[src/rtl/axi_burst_rd_responder_if.sv]
// Read-burst channel (ar/r) plus the single-beat sram-like memory port of the burst responder.
interface axi_burst_rd_responder_if;
    logic [31:0] araddr;
    logic [3:0]  arlen;
    logic [2:0]  arsize;
    logic        arvalid;
    logic        arready;
    logic [31:0] rdata;
    logic        rlast;
    logic        rvalid;
    logic        rready;
    logic        mem_req;
    logic        mem_wr;
    logic [1:0]  mem_size;
    logic [31:0] mem_addr;
    logic [31:0] mem_rdata;
    logic        mem_addr_ok;
    logic        mem_data_ok;

    modport slave (
        input  araddr, arlen, arsize, arvalid, rready, mem_rdata, mem_addr_ok, mem_data_ok,
        output arready, rdata, rlast, rvalid, mem_req, mem_wr, mem_size, mem_addr
    );

    modport master (
        output araddr, arlen, arsize, arvalid, rready, mem_rdata, mem_addr_ok, mem_data_ok,
        input  arready, rdata, rlast, rvalid, mem_req, mem_wr, mem_size, mem_addr
    );
endinterface

[src/rtl/axi_burst_rd_responder.sv]
// Splits one read burst into single-beat memory reads and returns the beats in order
// through a small FIFO that absorbs rready backpressure.
module axi_burst_rd_responder #(
    parameter int FIFO_DEPTH = 2
) (
    input  logic                   clk,
    input  logic                   rst,
    axi_burst_rd_responder_if.slave bus
);
    localparam int PW = (FIFO_DEPTH > 1) ? $clog2(FIFO_DEPTH) : 1;
    localparam int CW = PW + 1;

    localparam logic [0:0] IDLE = 1'b0;
    localparam logic [0:0] BUSY = 1'b1;

    logic [0:0]                  state;
    logic [31:0]                 cur_addr;
    logic [3:0]                  len;
    logic [1:0]                  size;
    logic [4:0]                  issued;
    logic [3:0]                  returned;
    logic                        outstanding;
    logic [FIFO_DEPTH-1:0][31:0] fifo;
    logic [PW-1:0]               wr_ptr;
    logic [PW-1:0]               rd_ptr;
    logic [CW-1:0]               count;

    logic arready;
    logic ar_fire;
    logic mem_req;
    logic issue;
    logic push;
    logic pop;
    logic rvalid;
    logic rlast;
    logic fifo_full;

    assign fifo_full = (count == CW'(FIFO_DEPTH));
    assign arready   = (state == IDLE) & ~rst;
    assign ar_fire   = bus.arvalid & arready;

    // Issue needs a free slot, so the single outstanding read can never overflow the FIFO.
    assign mem_req = (state == BUSY) & ~rst & ~outstanding & (issued <= {1'b0, len}) & ~fifo_full;
    assign issue   = mem_req & bus.mem_addr_ok;
    assign push    = outstanding & bus.mem_data_ok;

    assign rvalid = (count != '0) & ~rst;
    assign rlast  = rvalid & (returned == len);
    assign pop    = rvalid & bus.rready;

    assign bus.arready  = arready;
    assign bus.mem_req  = mem_req;
    assign bus.mem_wr   = 1'b0;
    assign bus.mem_size = size;
    assign bus.mem_addr = cur_addr;
    assign bus.rvalid   = rvalid;
    assign bus.rlast    = rlast;
    assign bus.rdata    = rvalid ? fifo[rd_ptr] : '0;

    always_ff @(posedge clk) begin
        if (rst) begin
            state       <= IDLE;
            cur_addr    <= '0;
            len         <= '0;
            size        <= '0;
            issued      <= '0;
            returned    <= '0;
            outstanding <= 1'b0;
        end else if (ar_fire) begin
            state       <= BUSY;
            cur_addr    <= bus.araddr;
            len         <= bus.arlen;
            size        <= (bus.arsize > 3'd2) ? 2'd2 : bus.arsize[1:0];
            issued      <= '0;
            returned    <= '0;
            outstanding <= 1'b0;
        end else if (state == BUSY) begin
            if (issue) begin
                cur_addr    <= cur_addr + (32'd1 << size);
                issued      <= issued + 5'd1;
                outstanding <= 1'b1;
            end else if (push) begin
                outstanding <= 1'b0;
            end
            if (pop) begin
                returned <= returned + 4'd1;
                if (rlast)
                    state <= IDLE;
            end
        end
    end

    // Pointers and count carry the reset; stale storage is never visible once count is zero.
    always_ff @(posedge clk) begin
        if (rst) begin
            wr_ptr <= '0;
            rd_ptr <= '0;
            count  <= '0;
        end else begin
            if (push)
                wr_ptr <= wr_ptr + PW'(1);
            if (pop)
                rd_ptr <= rd_ptr + PW'(1);
            case ({push, pop})
                2'b10:   count <= count + CW'(1);
                2'b01:   count <= count - CW'(1);
                default: count <= count;
            endcase
        end
    end

    always_ff @(posedge clk) begin
        if (push)
            fifo[wr_ptr] <= bus.mem_rdata;
    end
endmodule
[src/flat_wrapper.sv]
// flat-port wrapper written by rule: the top's interface ports become plain ports
module axi_burst_rd_responder_flat 
#(
    parameter int FIFO_DEPTH = 2
)
  (clk, rst, bus_araddr, bus_arlen, bus_arsize, bus_arvalid, bus_rready, bus_mem_rdata, bus_mem_addr_ok, bus_mem_data_ok, bus_arready, bus_rdata, bus_rlast, bus_rvalid, bus_mem_req, bus_mem_wr, bus_mem_size, bus_mem_addr);
  axi_burst_rd_responder_if bus_i ();
  input  logic clk;
  input  logic rst;
  input wire logic [$bits(bus_i.araddr)-1:0] bus_araddr;
  input wire logic [$bits(bus_i.arlen)-1:0] bus_arlen;
  input wire logic [$bits(bus_i.arsize)-1:0] bus_arsize;
  input wire logic [$bits(bus_i.arvalid)-1:0] bus_arvalid;
  input wire logic [$bits(bus_i.rready)-1:0] bus_rready;
  input wire logic [$bits(bus_i.mem_rdata)-1:0] bus_mem_rdata;
  input wire logic [$bits(bus_i.mem_addr_ok)-1:0] bus_mem_addr_ok;
  input wire logic [$bits(bus_i.mem_data_ok)-1:0] bus_mem_data_ok;
  output wire logic [$bits(bus_i.arready)-1:0] bus_arready;
  output wire logic [$bits(bus_i.rdata)-1:0] bus_rdata;
  output wire logic [$bits(bus_i.rlast)-1:0] bus_rlast;
  output wire logic [$bits(bus_i.rvalid)-1:0] bus_rvalid;
  output wire logic [$bits(bus_i.mem_req)-1:0] bus_mem_req;
  output wire logic [$bits(bus_i.mem_wr)-1:0] bus_mem_wr;
  output wire logic [$bits(bus_i.mem_size)-1:0] bus_mem_size;
  output wire logic [$bits(bus_i.mem_addr)-1:0] bus_mem_addr;
  assign bus_i.araddr = bus_araddr;
  assign bus_i.arlen = bus_arlen;
  assign bus_i.arsize = bus_arsize;
  assign bus_i.arvalid = bus_arvalid;
  assign bus_i.rready = bus_rready;
  assign bus_i.mem_rdata = bus_mem_rdata;
  assign bus_i.mem_addr_ok = bus_mem_addr_ok;
  assign bus_i.mem_data_ok = bus_mem_data_ok;
  assign bus_arready = bus_i.arready;
  assign bus_rdata = bus_i.rdata;
  assign bus_rlast = bus_i.rlast;
  assign bus_rvalid = bus_i.rvalid;
  assign bus_mem_req = bus_i.mem_req;
  assign bus_mem_wr = bus_i.mem_wr;
  assign bus_mem_size = bus_i.mem_size;
  assign bus_mem_addr = bus_i.mem_addr;
  axi_burst_rd_responder #(.FIFO_DEPTH(FIFO_DEPTH)) u_core (.clk(clk), .rst(rst), .bus(bus_i));
endmodule
[config.mk]
export PLATFORM = sky130hd
export DESIGN_NAME = axi_burst_rd_responder_flat
export DESIGN_NICKNAME = d
export VERILOG_FILES = /design/src/rtl/axi_burst_rd_responder_if.sv /design/src/rtl/axi_burst_rd_responder.sv /design/src/flat_wrapper.sv
export SDC_FILE = /design/constraint.sdc
export NUM_CORES = 1
export LEC_CHECK = 0
export CORE_ASPECT_RATIO = 0.6
export CORE_MARGIN = 8
export CORE_UTILIZATION = 45
export CTS_BUF_LIST = sky130_fd_sc_hd__clkbuf_8 sky130_fd_sc_hd__clkbuf_16
export DETAILED_ROUTE_END_ITERATION = 16
export PLACE_DENSITY = 0.82
export SLEW_MARGIN = 20
export SYNTH_ARGS = -nofsm -noshare
export SYNTH_HDL_FRONTEND = slang
export SYNTH_SLANG_ARGS = --single-unit
[constraint.sdc]
create_clock -name clk -period 4.8 [get_ports clk]
set_input_delay 1.2 -clock clk [delete_from_list [all_inputs] [get_ports clk]]
set_output_delay 1.2 -clock clk [all_outputs]
set_load 0.01 [all_outputs]
==> reports/metrics.csv <==
metric,value,unit
wirelength,15500,microns
min_to,u_core.len[0]$_SDFFE_PP0P_,
ys_ff_latch,117,
num_rows,31,
tightestPinTransition,1030,ps
cts_buffer_depth,2,
tns,0,ps
ys_top_cells_by_count,"nor2_1 (77), edfxtp_1 (64), dfxtp_1 (53)",
root_buffer,clkbuf_16,
crit_type,in -> out,
grt_start_max_net_pins,40,
holdPathStages,2,
hpwl,11300,microns
synthFlopType,edfxtp_1,
rsz0062_at_grt,false,
routabilityCongestion,0.894,
drt_iter0_drc,363,
syn_nets,605,
post_cts_buffers,0,
cts_made_buffers,17,
start_util,0.460,
grt-ovfl-total,0,
slew_viol_final,0,
rr_startpoint,u_core.len[3]$_SDFFE_PP0P_,
min_path_type,reg -> reg,
crit_path_top_delay_cell,clkdlybuf4s50_1,
worst_slack,540,ps
place_ws,574,ps
crit_fanout,32,
numPortBuffers,146,
hold_viol_final,0,
synth.avg_cell_area,10.7,sq um
core_area,12000,sq um
first_global_vias,4693,
clk_pin_slew_worst_paths,50,ps
cp-end-kind,output pin,
synth.distinct_cells,55,
die_h,102,microns
cts_tree,yes,
wl_met3,920,microns
path_common_cell,clkdlybuf4s50_1,
pwr_density_cell,332,nW/um^2
antenna_left,0,
drc,0,
synthCells,516,
status,finished clean,
max_freq,235,MHz
first_pass_iters,5,
fin_worst_skew,8.81,ps
final_util,0.641,
period_minus_slack,4260,ps
min_period_over_period,0.887,
p_leak,2.60,nW
yosysWarnings,0,
synth_largest_area_cell,edfxtp_1,
final-setup-viol-count,0,
worstHoldStart,u_core.len[0]$_SDFFE_PP0P_,
wire_per_inst,18.5,microns
synthTopCellsByArea,"edfxtp_1 (35%), dfxtp_1 (19%), mux2i_1 (7.2%)",
grt_usage,0.188,
r2r_end,u_core.bus.mem_addr[29]$_SDFFE_PP0P_,
slew_headroom,0.315,
yosysMostFrequentCell,nor2_1,
start_kind,input port,
path_cells,clkdlybuf4s50_1 > clkinv_1 > o21ai_2 > buf_4 > nor2_1 > clkdlybuf4s50_1,
cts_resized,0,
ir_drop,0.236,mV
antenna_found_initial,0,
diodes,0,
worstSkewPairLatency,400,ps
synth_area,5530,sq um
via_per_inst,5.57,
drive_above_1_share,0.0744,
route.vias.total,4666,
wl_met1,6770,microns
grt_pass1_wl,24300,microns
worst-r2r-cell-count,7,
cts.sink_count,117,
cts_htree_levels,4,
reg2reg_slack,1890,ps
yosysSeqAreaShare,0.540,
critPathRequiredTime,3600,ps
dieArea,16200,sq um
ctsHoldBuffers,0,
wl_met2,7670,microns
max_cap_viol_count,0,
pin_count,148,
cpPeakStageDelay,620,ps
maxUsedRoutingLayer,met4,
critPathArrivalTime,3060,ps
synth.top_cell.area_share,0.348,
synth-edff-count,64,
async_flop_share,0,
fin_nets,748,
area_delta_synth_final,39.5,%
die_w,159,microns
## flip-flops by register name, indices dropped and copies added, names as in the netlist
register	cells
u_core.bus.mem_addr	32
u_core.bus.mem_size	2
u_core.count	2
u_core.fifo	64
u_core.issued	5
u_core.len	4
u_core.outstanding	1
u_core.rd_ptr	1
u_core.returned	4
u_core.state	1
u_core.wr_ptr	1
## report_power, final
group	switching, mW	internal [mW]
Combinational	0.117	0.144
Sequential	0.0367	1.09
Clock	0.462	0.712
Total	0.615	1.94
## worst max-delay path: cells and delay by family
family | cells | cell delay, ps
simple gates | 1 | 120
buf+inv | 4 | 1630
compound gates | 1 | 100
## logic make-up (layout without fill, tap and decap cells)
logic type / Yosys count / after routing / share of synthesized area
DFF: 117 / 117 / 0.540
xor gates and xnor gates: 16 / 16 / 0.0254
AOI/OAI and AO/OA: 87 / 87 / 0.118
other: 1 / 1 / 0.000679
buffers and inverters: 48 / 204 / 0.0351
adders and majority gates: 12 / 12 / 0.0285
and+or+nand+nor: 195 / 195 / 0.180
muxes: 40 / 40 / 0.0725
## layout make-up
cell class	count	area (sq um)
Clock buffer	17	425
Clock inverter	15	134
Fill cell	958	4320
Inverter	17	63.8
Multi-Input combinational cell	351	2370
Sequential cell	117	2980
Tap cell	165	206
Timing Repair Buffer	155	1530
## stage by stage
stage | cells | cell area (sq um) | hold WS (ps) | power, mW
global route | 837 | 7710 | 551 | 2.65
detailed placement | 805 | 7140 | 500 | 1.40
global placement | 805 | 7140 | 498 | 1.39
floorplan | 516 | 5530 | 463 | 1.24
finish | 837 | 7710 | 509 | 2.56
CTS | 837 | 7700 | 509 | 2.57
## metal layers
layer | vias to the layer above | GRT usage
met2 | 147 | 0.321
met5 | - | 0
met3 | 15 | 0.0471
met1 | 2270 | 0.232
li1 | 2234 | -
met4 | 0 | 0.0656
## worst max-delay path by stage
| stage | cells after the start | slack (ps) | start | to |
|---|---|---|---|---|
| floorplan | 4 | 1610 | rst | bus_rdata[10] |
| global placement | 7 | 620 | rst | bus_rlast |
| detailed placement | 6 | 570 | rst | bus_rdata[19] |
| CTS | 7 | 560 | rst | bus_rlast |
| global route | 7 | 420 | rst | bus_rlast |
| finish | 6 | 540 | rst | bus_rdata[19] |
## placed cells by master, fill, tap and decap left out, types with 3 or more instances in the layout
master and count:
and4_1 8, nand3_1 16, clkinv_2 4, clkinv_4 6
a211oi_1 7, or4_1 10, nor4_1 5, dfxtp_1 52
ha_1 11, o211ai_1 3, mux2i_1 40, and2_1 7
buf_4 9, nand2_1 25, o21ai_0 11, clkdlybuf4s50_1 146
nor2_1 76, xnor2_1 10, edfxtp_1 64, nand4_1 12
clkinvlp_4 3, nor3_1 7, nand2b_1 3, o41ai_1 3
a311oi_1 18, o21a_1 3, xor2_1 6, or3_1 6
clkbuf_16 17, a31oi_1 3, a21oi_1 7, and3_1 11
o31ai_1 14, inv_1 16
Note: power is estimated with default switching activity, not from simulation.
